### src/rtl/recepcao_comandos_multinivel_pkg.sv
// Shared types and constants for the multi-level command receiver.
// Optional feature macro: RECEPCAO_CHECKSUM_EN (adds a 4th checksum byte per frame).
package recepcao_comandos_multinivel_pkg;

  localparam int unsigned BYTE_W    = 8;
  localparam int unsigned PAYLOAD_W = 6;
  localparam int unsigned VALOR_W   = 2 * PAYLOAD_W;

  // Frame FSM encoding, also exported on db_estado
  typedef enum logic [1:0] {
    OCIOSO     = 2'd0,
    DADO_ALTO  = 2'd1,
    DADO_BAIXO = 2'd2,
    CHECKSUM   = 2'd3
  } estado_t;

  // UART receiver FSM encoding
  typedef enum logic [1:0] {
    RX_OCIOSO = 2'd0,
    RX_INICIO = 2'd1,
    RX_DADOS  = 2'd2,
    RX_PARADA = 2'd3
  } rx_estado_t;

  typedef enum logic [1:0] {
    BYTE_HDR   = 2'd0,
    BYTE_DADO  = 2'd1,
    BYTE_INVAL = 2'd2
  } classe_t;

  localparam logic             HDR_MARK     = 1'b1;
  localparam logic [5:0]       IDX_MODO     = 6'd63;
  localparam logic [BYTE_W-1:0] MASK_CLASSE = 8'hC0;
  localparam logic [BYTE_W-1:0] MASK_CK     = 8'h7F;
  localparam logic [BYTE_W-1:0] CLASSE_HDR  = 8'h80;
  localparam logic [BYTE_W-1:0] CLASSE_DADO = 8'h00;

  // Header = 10xxxxxx, data = 00xxxxxx, anything with bit6 set is invalid
  function automatic classe_t classifica_byte(input logic [BYTE_W-1:0] b);
    logic [BYTE_W-1:0] c;
    classe_t           r;
    c = b & MASK_CLASSE;
    if (c == CLASSE_HDR)       r = BYTE_HDR;
    else if (c == CLASSE_DADO) r = BYTE_DADO;
    else                       r = BYTE_INVAL;
    return r;
  endfunction

endpackage

### src/rtl/recepcao_comandos_multinivel_rx_serial_8N1.sv
// 8N1 UART receiver: samples each bit at its middle, pulses pronto for one
// cycle with the received byte when a valid stop bit is seen.
module rx_serial_8N1
  import recepcao_comandos_multinivel_pkg::*;
#(
  parameter int unsigned CICLOS_POR_BIT = 434
) (
  input  logic              clock,
  input  logic              reset,
  input  logic              RX,
  output logic              pronto,
  output logic [BYTE_W-1:0] dados_ascii
);

  localparam int unsigned      CNT_W    = (CICLOS_POR_BIT > 2) ? $clog2(CICLOS_POR_BIT) : 1;
  localparam logic [CNT_W-1:0] FIM_BIT  = CNT_W'(CICLOS_POR_BIT - 1);
  localparam logic [CNT_W-1:0] MEIO_BIT = CNT_W'(CICLOS_POR_BIT / 2 - 1);

  rx_estado_t        estado_q, estado_d;
  logic [CNT_W-1:0]  cnt_q, cnt_d;
  logic [2:0]        bit_q, bit_d;
  logic [BYTE_W-1:0] shift_q, shift_d;
  logic              pronto_q, pronto_d;
  logic [BYTE_W-1:0] dados_q, dados_d;
  logic              rx_s1_q, rx_s2_q;

  // State, synchroniser and output registers
  always_ff @(posedge clock) begin
    if (reset) begin
      estado_q <= RX_OCIOSO;
      cnt_q    <= '0;
      bit_q    <= '0;
      shift_q  <= '0;
      pronto_q <= 1'b0;
      dados_q  <= '0;
      rx_s1_q  <= 1'b1;
      rx_s2_q  <= 1'b1;
    end else begin
      estado_q <= estado_d;
      cnt_q    <= cnt_d;
      bit_q    <= bit_d;
      shift_q  <= shift_d;
      pronto_q <= pronto_d;
      dados_q  <= dados_d;
      rx_s1_q  <= RX;
      rx_s2_q  <= rx_s1_q;
    end
  end

  // Bit timing and deserialisation
  always_comb begin
    estado_d = estado_q;
    cnt_d    = cnt_q;
    bit_d    = bit_q;
    shift_d  = shift_q;
    pronto_d = 1'b0;
    dados_d  = dados_q;
    case (estado_q)
      RX_OCIOSO: begin
        cnt_d = '0;
        if (!rx_s2_q) estado_d = RX_INICIO;
      end
      RX_INICIO: begin
        if (cnt_q == MEIO_BIT) begin
          cnt_d    = '0;
          bit_d    = '0;
          estado_d = rx_s2_q ? RX_OCIOSO : RX_DADOS;
        end else begin
          cnt_d = cnt_q + 1'b1;
        end
      end
      RX_DADOS: begin
        if (cnt_q == FIM_BIT) begin
          cnt_d   = '0;
          shift_d = {rx_s2_q, shift_q[BYTE_W-1:1]};
          bit_d   = bit_q + 1'b1;
          if (bit_q == 3'd7) estado_d = RX_PARADA;
        end else begin
          cnt_d = cnt_q + 1'b1;
        end
      end
      default: begin
        if (cnt_q == FIM_BIT) begin
          cnt_d    = '0;
          pronto_d = rx_s2_q;
          if (rx_s2_q) dados_d = shift_q;
          estado_d = RX_OCIOSO;
        end else begin
          cnt_d = cnt_q + 1'b1;
        end
      end
    endcase
  end

  assign pronto      = pronto_q;
  assign dados_ascii = dados_q;

endmodule

### src/rtl/recepcao_comandos_multinivel.sv
// Framed command receiver: UART bytes -> threshold registers and mode/valve bits.
// Optional feature macro: RECEPCAO_CHECKSUM_EN (frame carries a 4th CK byte).
module recepcao_comandos_multinivel
  import recepcao_comandos_multinivel_pkg::*;
#(
  parameter int unsigned                    NUM_NIVEIS     = 3,
  parameter int unsigned                    DATA_W         = 12,
  parameter logic [NUM_NIVEIS*DATA_W-1:0]   INIT_VALUES    = {12'd3, 12'd12, 12'd27},
  parameter int unsigned                    TIMEOUT_CICLOS = 500000,
  parameter int unsigned                    CICLOS_POR_BIT = 434
) (
  input  logic                         clock,
  input  logic                         reset,
  input  logic                         RX,
  output logic [NUM_NIVEIS*DATA_W-1:0] niveis,
  output logic                         manual,
  output logic                         abrir_valv,
  output logic                         atualizado,
  output logic                         erro,
  output logic [1:0]                   db_estado
);

  localparam int unsigned       NW      = NUM_NIVEIS * DATA_W;
  localparam int unsigned       TO_W    = $clog2(TIMEOUT_CICLOS);
  localparam logic [TO_W-1:0]   TO_LIM  = TO_W'(TIMEOUT_CICLOS - 1);
  localparam logic [5:0]        NUM_IDX = 6'(NUM_NIVEIS);

  logic              pronto;
  logic [BYTE_W-1:0] dados_ascii;

  estado_t              estado_q, estado_d;
  logic [TO_W-1:0]      cnt_q, cnt_d;
  logic [5:0]           idx_q, idx_d;
  logic [PAYLOAD_W-1:0] dh_q, dh_d;
  logic [NW-1:0]        niveis_q, niveis_d;
  logic                 manual_q, manual_d;
  logic                 valv_q, valv_d;
  logic                 atualizado_q, atualizado_d;
  logic                 erro_q, erro_d;
  logic                 commit_c;
  logic [VALOR_W-1:0]   valor_c;
  classe_t              classe_c;
`ifdef RECEPCAO_CHECKSUM_EN
  logic [PAYLOAD_W-1:0] dl_q, dl_d;
  logic [BYTE_W-1:0]    ck_c;
`endif

  rx_serial_8N1 #(
    .CICLOS_POR_BIT(CICLOS_POR_BIT)
  ) u_rx (
    .clock       (clock),
    .reset       (reset),
    .RX          (RX),
    .pronto      (pronto),
    .dados_ascii (dados_ascii)
  );

  // Frame state, timeout counter and register bank
  always_ff @(posedge clock) begin
    if (reset) begin
      estado_q     <= OCIOSO;
      cnt_q        <= '0;
      idx_q        <= '0;
      dh_q         <= '0;
      niveis_q     <= INIT_VALUES;
      manual_q     <= 1'b0;
      valv_q       <= 1'b0;
      atualizado_q <= 1'b0;
      erro_q       <= 1'b0;
`ifdef RECEPCAO_CHECKSUM_EN
      dl_q         <= '0;
`endif
    end else begin
      estado_q     <= estado_d;
      cnt_q        <= cnt_d;
      idx_q        <= idx_d;
      dh_q         <= dh_d;
      niveis_q     <= niveis_d;
      manual_q     <= manual_d;
      valv_q       <= valv_d;
      atualizado_q <= atualizado_d;
      erro_q       <= erro_d;
`ifdef RECEPCAO_CHECKSUM_EN
      dl_q         <= dl_d;
`endif
    end
  end

  // Frame parsing, resync/timeout handling and commit
  always_comb begin
    estado_d     = estado_q;
    idx_d        = idx_q;
    dh_d         = dh_q;
    niveis_d     = niveis_q;
    manual_d     = manual_q;
    valv_d       = valv_q;
    atualizado_d = 1'b0;
    erro_d       = 1'b0;
    commit_c     = 1'b0;
    cnt_d        = (pronto || estado_q == OCIOSO) ? '0 : cnt_q + 1'b1;
    classe_c     = classifica_byte(dados_ascii);
`ifdef RECEPCAO_CHECKSUM_EN
    dl_d    = dl_q;
    valor_c = {dh_q, dl_q};
    ck_c    = ({HDR_MARK, 1'b0, idx_q} ^ {2'b00, dh_q} ^ {2'b00, dl_q}) & MASK_CK;
`else
    valor_c = {dh_q, dados_ascii[PAYLOAD_W-1:0]};
`endif

    if (pronto) begin
      case (estado_q)
        OCIOSO: begin
          if (classe_c == BYTE_HDR) begin
            estado_d = DADO_ALTO;
            idx_d    = dados_ascii[5:0];
          end else begin
            erro_d = 1'b1;
          end
        end
        DADO_ALTO, DADO_BAIXO: begin
          case (classe_c)
            BYTE_HDR: begin
              erro_d   = 1'b1;
              estado_d = DADO_ALTO;
              idx_d    = dados_ascii[5:0];
            end
            BYTE_INVAL: begin
              erro_d   = 1'b1;
              estado_d = OCIOSO;
            end
            default: begin
              if (estado_q == DADO_ALTO) begin
                dh_d     = dados_ascii[PAYLOAD_W-1:0];
                estado_d = DADO_BAIXO;
              end else begin
`ifdef RECEPCAO_CHECKSUM_EN
                dl_d     = dados_ascii[PAYLOAD_W-1:0];
                estado_d = CHECKSUM;
`else
                commit_c = 1'b1;
                estado_d = OCIOSO;
`endif
              end
            end
          endcase
        end
        default: begin
          estado_d = OCIOSO;
`ifdef RECEPCAO_CHECKSUM_EN
          if (dados_ascii == ck_c) commit_c = 1'b1;
          else                     erro_d   = 1'b1;
`endif
        end
      endcase
    end else if (estado_q != OCIOSO && cnt_q == TO_LIM) begin
      estado_d = OCIOSO;
      erro_d   = 1'b1;
    end

    if (commit_c) begin
      if (idx_q < NUM_IDX) begin
        for (int unsigned i = 0; i < NUM_NIVEIS; i++) begin
          if (idx_q == 6'(i)) niveis_d[i*DATA_W +: DATA_W] = valor_c[DATA_W-1:0];
        end
        atualizado_d = 1'b1;
      end else if (idx_q == IDX_MODO) begin
        manual_d     = valor_c[1];
        valv_d       = valor_c[0];
        atualizado_d = 1'b1;
      end else begin
        erro_d = 1'b1;
      end
    end
  end

  assign niveis     = niveis_q;
  assign manual     = manual_q;
  assign abrir_valv = valv_q;
  assign atualizado = atualizado_q;
  assign erro       = erro_q;
  assign db_estado  = estado_q;

endmodule

### config.mk
export PLATFORM = sky130hd
export DESIGN_NAME = recepcao_comandos_multinivel
export DESIGN_NICKNAME = d
export VERILOG_FILES = /design/src/rtl/recepcao_comandos_multinivel_pkg.sv /design/src/rtl/recepcao_comandos_multinivel_rx_serial_8N1.sv /design/src/rtl/recepcao_comandos_multinivel.sv
export SDC_FILE = /design/constraint.sdc
export NUM_CORES = 1
export LEC_CHECK = 0
export BUFFER_PORTS_ARGS = -buffer_cell sky130_fd_sc_hd__buf_2
export CORE_MARGIN = 3
export CORE_UTILIZATION = 58
export CTS_CLUSTER_DIAMETER = 100
export CTS_CLUSTER_SIZE = 16
export DETAILED_ROUTE_END_ITERATION = 8
export PLACE_DENSITY = 0.85
export SETUP_SLACK_MARGIN = 0.15
export SYNTH_ARGS = -nofsm -noshare
export SYNTH_HDL_FRONTEND = slang
export SYNTH_SLANG_ARGS = --single-unit
export TNS_END_PERCENT = 10
### constraint.sdc
create_clock -name clock -period 2.3 [get_ports clock]
set_input_delay 0.46 -clock clock [delete_from_list [all_inputs] [get_ports clock]]
set_output_delay 0.46 -clock clock [all_outputs]
set_load 0.005 [all_outputs]
After elaboration in Yosys (flattened, before gate mapping):

Index checks and enable logic that the tools add are counted.

* mux-type cells: 35
* equality and inequality tests: 18
* reductions and logical operators: 29
* magnitude comparators: 1
* bitwise operators: 5
* $add $sub $neg: 3

Operator list (count)
* $mux W2: 12
* $reduce_and A3 Y1: 7
* $add A19 B1 Y19 const B: 1
* $eq A19 B19 Y1 const B: 1
* $mux W9: 2
* $pmux W9 S2: 1
* $mux W1: 13
* $add A9 B1 Y9 const B: 1
* $eq A9 B8 Y1 const B: 1
* $eq A9 B9 Y1 const B: 1
* $eq A2 B2 Y1 const B: 4
* $logic_not A8 Y1: 1
* $pmux W2 S2: 2
* $reduce_or A2 Y1: 4
* $eq A6 B1 Y1 const B: 1
* $eq A6 B2 Y1 const B: 1
* $eq A6 B6 Y1 const B: 1
* $logic_not A2 Y1: 3
* $logic_not A6 Y1: 1
* $lt A6 B2 Y1 const B: 1
* $mux W3: 2
* $ne A2 B1 Y1 const B: 3
* $pmux W2 S3: 1
* $pmux W3 S2: 1
* other kinds (16): 25

* output and inout bits: 42
* register bits: 106
* word-level logic and storage cells: 110
* bits of input ports: 3

Longest topological paths before layout:

* word-level depth: 11
* gate-level depth with buffers: 7
* mapped depth without buffers: 6

Hierarchy:

Synthesis repeated with hierarchy kept, for this count alone.

* cells, all modules: 491
* area total of the unflattened synthesis: 4610.7 um^2

Modules (own cells, without submodules)
* recepcao_comandos_multinivel: area an instance 3176.8 um^2, instances 1, seq. area each 1461.4 um^2, cells each 340
* rx_serial_8N1: area an instance 1433.9 um^2, instances 1, seq. area each 660.6 um^2, cells each 151

Worst setup path before layout:

No wires, ideal clock.

* path type: register -> register
* start point: reg estado_q[0] (netlist: db_estado[0])
* end point: reg estado_q[1] (netlist: db_estado[1])
* library setup time: 0.072 ns
* data arrival time: 1.865 ns
* cell stages (with the launch flop): 8
* required time: 2.228 ns
* setup slack: 0.364 ns
* clock period less this slack: 1.936 ns
* buffers on the path: 1
* cells stage by stage: dfxtp_1 -> inv_1 -> ha_1 -> nand4bb_2 -> or2_2 -> buf_2 -> or3_1 -> mux2i_1

* cells in the longest elaborated chain, start to end: 5
* elaborated cells on any way between the ends: 13
* those cells by class: eq/ne (3); mux (4); reduce/logical (6)

RTL lines
* start, declared: line recepcao_comandos_multinivel.sv:31 `estado_t estado_q, estado_d;`
* start signal, assigned: line recepcao_comandos_multinivel.sv:74 `estado_q <= estado_d;`
* $eq A2 B1 Y1: line recepcao_comandos_multinivel.sv:111, recepcao_comandos_multinivel.sv:132
* $mux W2: line recepcao_comandos_multinivel.sv:132 `if (estado_q == DADO_ALTO) begin`
* $pmux W2 S2: line recepcao_comandos_multinivel.sv:121 `case (classe_c)`
* $pmux W2 S2: line recepcao_comandos_multinivel.sv:111 `case (estado_q)`
* $mux W2: line recepcao_comandos_multinivel.sv:110 `if (pronto) begin`

Several ways; a longest one is shown, not always the timed one.
A chain may end at the register's enable or synchronous reset.

Worst setup path in the final report:

* start point: reg estado_q[0] (netlist: db_estado[0])
* end point: reg manual_q (netlist: manual)

* cells in the longest elaborated chain, start to end: 6
* elaborated cells on any way between the ends: 8
* those cells by class: eq/ne (2); mux (4); reduce/logical (2)

RTL lines
* $eq A2 B1 Y1: line recepcao_comandos_multinivel.sv:111, recepcao_comandos_multinivel.sv:132
* $mux W1: line recepcao_comandos_multinivel.sv:132
* $mux W1: line recepcao_comandos_multinivel.sv:121
* $mux W1 (*): line recepcao_comandos_multinivel.sv:111
* $mux W1 (*): line recepcao_comandos_multinivel.sv:110
* $reduce_and A3 Y1 (no source line) (*)
* end signal, assigned: line recepcao_comandos_multinivel.sv:79 `manual_q <= manual_d;`
* end, declared: line recepcao_comandos_multinivel.sv:36 `logic manual_q, manual_d;`

Every way passes the cells marked *; elsewhere a longest branch is shown, timed or not.

==> impl_metrics.py <==
metrics = {
    "logic_synthesis": {
        "ys_types": 53,
        "synthArstFlopShare": 0,
        "postSynthCellCount": 465,
        "syn_avg_cell_area_sq_um": 9.810,
        "syn_area_sq_um": 4562,
        "ys_warn_count": 0,
        "syn_nets": 477,
        "ys_seq_elements": 106,
        "seq_area_frac_synth": 0.4652,
        "synth_flop_cell": "dfxtp_1",
        "synth_enable_flop_cells": 0,
    },
    "die": {
        "floorplan.initialDensity": 0.6126,
        "dieArea_sq_um": 8965,
        "die_w_um": 94.69,
        "num_io_pins": 45,
        "fp.dieH_um": 94.69,
        "rows": 31,
        "core_area_sq_um": 7447,
    },
    "routing": {
        "wl_per_cell_um": 14.61,
        "drtPass1Iterations": 4,
        "first_iter_violations": 112,
        "drc_errors": 0,
        "wirelength_um": 8911,
        "detail_route.vias_per_cell": 5.470,
        "ant_nets": 0,
        "vias": 3337,
    },
    "final_layout": {
        "final_common_cell": "dfxtp_1",
        "nets": 518,
        "layout-drive-gt1-share": 0.1742,
        "area_growth_syn_to_layout_pct": 11.27,
        "insertedDiodeCount": 0,
        "most-common-layout-cells": "dfxtp_1, nor2_1, mux2i_1",
    },
    "power_and_ir_drop": {
        "swShare": 0.2269,
        "leakagePower_nw": 1.980,
        "vdd_ir_drop_max_mv": 0.4530,
        "p_switching_uw": 701.5,
        "clockPowerShare": 0.381,
        "combPwrFrac": 0.021,
        "pwr_density_cell_nw_per_um2": 609.1,
        "p_int_mw": 2.390,
        "p_seq_frac": 0.599,
    },
    "clocking": {
        "cts_max_path_buffers": 2,
        "cts_tree": "done",
        "cts.clk_slew.worst_paths_ns": 0.10,
        "insertion_delay_ns": 0.37,
        "cts_buffers": 9,
        "ctsResizeCount": 0,
        "h-tree-depth": 3,
        "cts_num_sinks": 106,
        "cts-root-buf": "clkbuf_8",
    },
    "timing": {
        "slew_viol_final": 0,
        "relSlewSlack": 0.6415,
        "setup_viol": 0,
        "tightest_slew_ns": 0.5372,
        "min_period_ns": 2.114,
        "fin_crit_sh": 0.9192,
        "whs_ns": 0.2719,
        "finalSetupTns_ns": 0,
        "hold_viol_final": 0,
        "fin_skew_ns": 0.01001,
        "rsz0062_at_grt": "yes",
        "fmax_mhz": 473.0,
    },
    "setup_path": {
        "end_kind": "flop",
        "startpoint_type": "flop",
        "critPathRequiredTime_ns": 2.57,
        "cp.arrival_ns": 2.38,
        "critical_path_class": "flop to flop",
        "worst-path-max-fanout": 5,
    },
    "placed_design": {
        "portBuffers": 44,
        "hpwl_um": 6324,
        "globalplace.congestion": 0.8025,
    },
    "global_routing": {
        "grt_max_degree": 48,
        "grt-ovfl-total": 0,
        "antenna_found_initial": 0,
        "grt_pass1_vias": 3133,
        "grtUsageTotal": 0.2070,
        "grt_pass1_wl_um": 14770,
    },
    "run_status": {
        "status": "finished, final reports clean",
    },
    "min_path": {
        "hold_class": "input port to flop",
    },
    "run": {
        "maxCapViolCount": 0,
    },
}
power groups by stage:
stage | Combinational (mW) | Sequential (mW) | Clock [mW]
2_1_floorplan | 0.0526 | 1.89 | 0
3_3_place_gp | 0.0613 | 1.89 | 0
3_5_place_dp | 0.0647 | 1.89 | 0
4_1_cts | 0.0651 | 1.85 | 1.20
5_1_grt | 0.0715 | 1.85 | 1.26
6_report | 0.0645 | 1.85 | 1.18
cells in the mapped netlist, drive strengths merged, types with 2 or more instances:
| library cell | count | area (sq um) |
|---|---|---|
| a211o | 2 | 20.02 |
| a21oi | 4 | 20.02 |
| a311oi | 4 | 35.03 |
| a31o | 2 | 17.52 |
| a31oi | 3 | 18.77 |
| a41o | 2 | 20.02 |
| and2 | 3 | 18.77 |
| and3 | 2 | 12.51 |
| and4 | 3 | 26.28 |
| buf | 8 | 56.29 |
| clkbuf | 16 | 63.81 |
| dfxtp | 106 | 2122 |
| ha | 9 | 112.6 |
| inv | 13 | 48.80 |
| mux2 | 2 | 22.52 |
| mux2i | 65 | 650.6 |
| nand2 | 16 | 62.56 |
| nand2b | 44 | 275.3 |
| nand3 | 11 | 55.05 |
| nand4 | 10 | 62.56 |
| nor2 | 67 | 254.0 |
| nor2b | 4 | 25.02 |
| nor3 | 8 | 40.04 |
| nor4 | 7 | 73.82 |
| nor4b | 2 | 17.52 |
| nor4bb | 2 | 20.02 |
| o21ai | 4 | 20.02 |
| o311ai | 2 | 17.52 |
| or2 | 4 | 25.02 |
| or3 | 5 | 31.28 |
| or4 | 2 | 18.77 |
| or4b | 2 | 20.02 |
| xnor2 | 8 | 70.07 |
| xor2 | 12 | 105.1 |
worst max-delay path, cell delays in order (launching register included):
cell       delay (ns)
dfxtp_1          0.40
inv_1            0.08
ha_1             0.35
nand4bb_2        0.25
nor4_1           0.50
buf_4            0.21
mux2i_1          0.17
nor2_1           0.05
routing by layer:
layer	wire, um	share of wire	GRT usage	vias up
met4	97	0.011	0.05288	0
met5	0	0	0	-
met1	4145	0.47	0.2656	1565
met2	4262	0.48	0.3470	77
li1	-	-	-	1683
met3	405	0.045	0.05418	12
registers in the layout, summed over array words and instances, names as in the netlist:
name and flops:
abrir_valv 1, atualizado 1, cnt_q 19, db_estado 2
dh_q 6, erro 1, idx_q 6, manual 1
niveis 36, u_rx.bit_q 3, u_rx.cnt_q 9, u_rx.dados_ascii 8
u_rx.estado_q 2, u_rx.pronto 1, u_rx.rx_s1_q 1, u_rx.rx_s2_q 1
u_rx.shift_q 8
kinds of logic (layout without fill, tap and decap cells):
group,count (synthesis),count (layout),synth area share
AO/OA/AOI/OAI,28,28,0.04608
XOR/XNOR,20,20,0.03840
adder cells (fa/ha/maj),9,9,0.02469
buffers and inverters,37,83,0.03702
flip-flops,106,106,0.4652
multiplexers,67,67,0.1476
AND/OR/NAND/NOR,198,198,0.2411
stage by stage:
step | total power [mW] | setup slack (ns) | instance area [sq um] | util | instances
after floorplan | 1.942 | 0.3637 | 4562 | - | 465
after global placement | 1.954 | 0.2588 | 4866 | 0.6534 | 593
after detailed placement | 1.958 | 0.1565 | 4866 | 0.6534 | 593
after CTS | 3.112 | 0.1726 | 5069 | 0.6806 | 609
after global routing | 3.181 | 0.07505 | 5076 | 0.6816 | 610
final | 3.092 | 0.1857 | 5076 | 0.6816 | 610
final timing paths:
check                     from      endpoint  slack, ns  depth (start not counted)
setup reg to reg  db_estado[0]        manual       0.19                          7
hold / removal              RX  u_rx.rx_s1_q       0.27                          2
setup / recovery  db_estado[0]        manual       0.19                          7
hold reg to reg   u_rx.rx_s1_q  u_rx.rx_s2_q       0.43                          1
layout make-up:
cell class	count	area (sq um)
repair buffers	54	307.8
clock inverters	6	75.07
flip-flops and latches	106	2122
well taps	99	123.9
fillers	601	2371
multi-input cells	322	2271
clock buffers	10	127.6
inverters	13	48.80
what timing repair did:
| item | in CTS | in global routing |
|---|---|---|
| endpoints found under the hold margin | 0 | 0 |
| pin swaps | 1 | 1 |
| setup endpoints to repair | 9 | 23 |
| buffers inserted | 0 | 1 |
| hold buffers | 0 | 0 |
No activity file was read; power rests on OpenSTA's default activity.
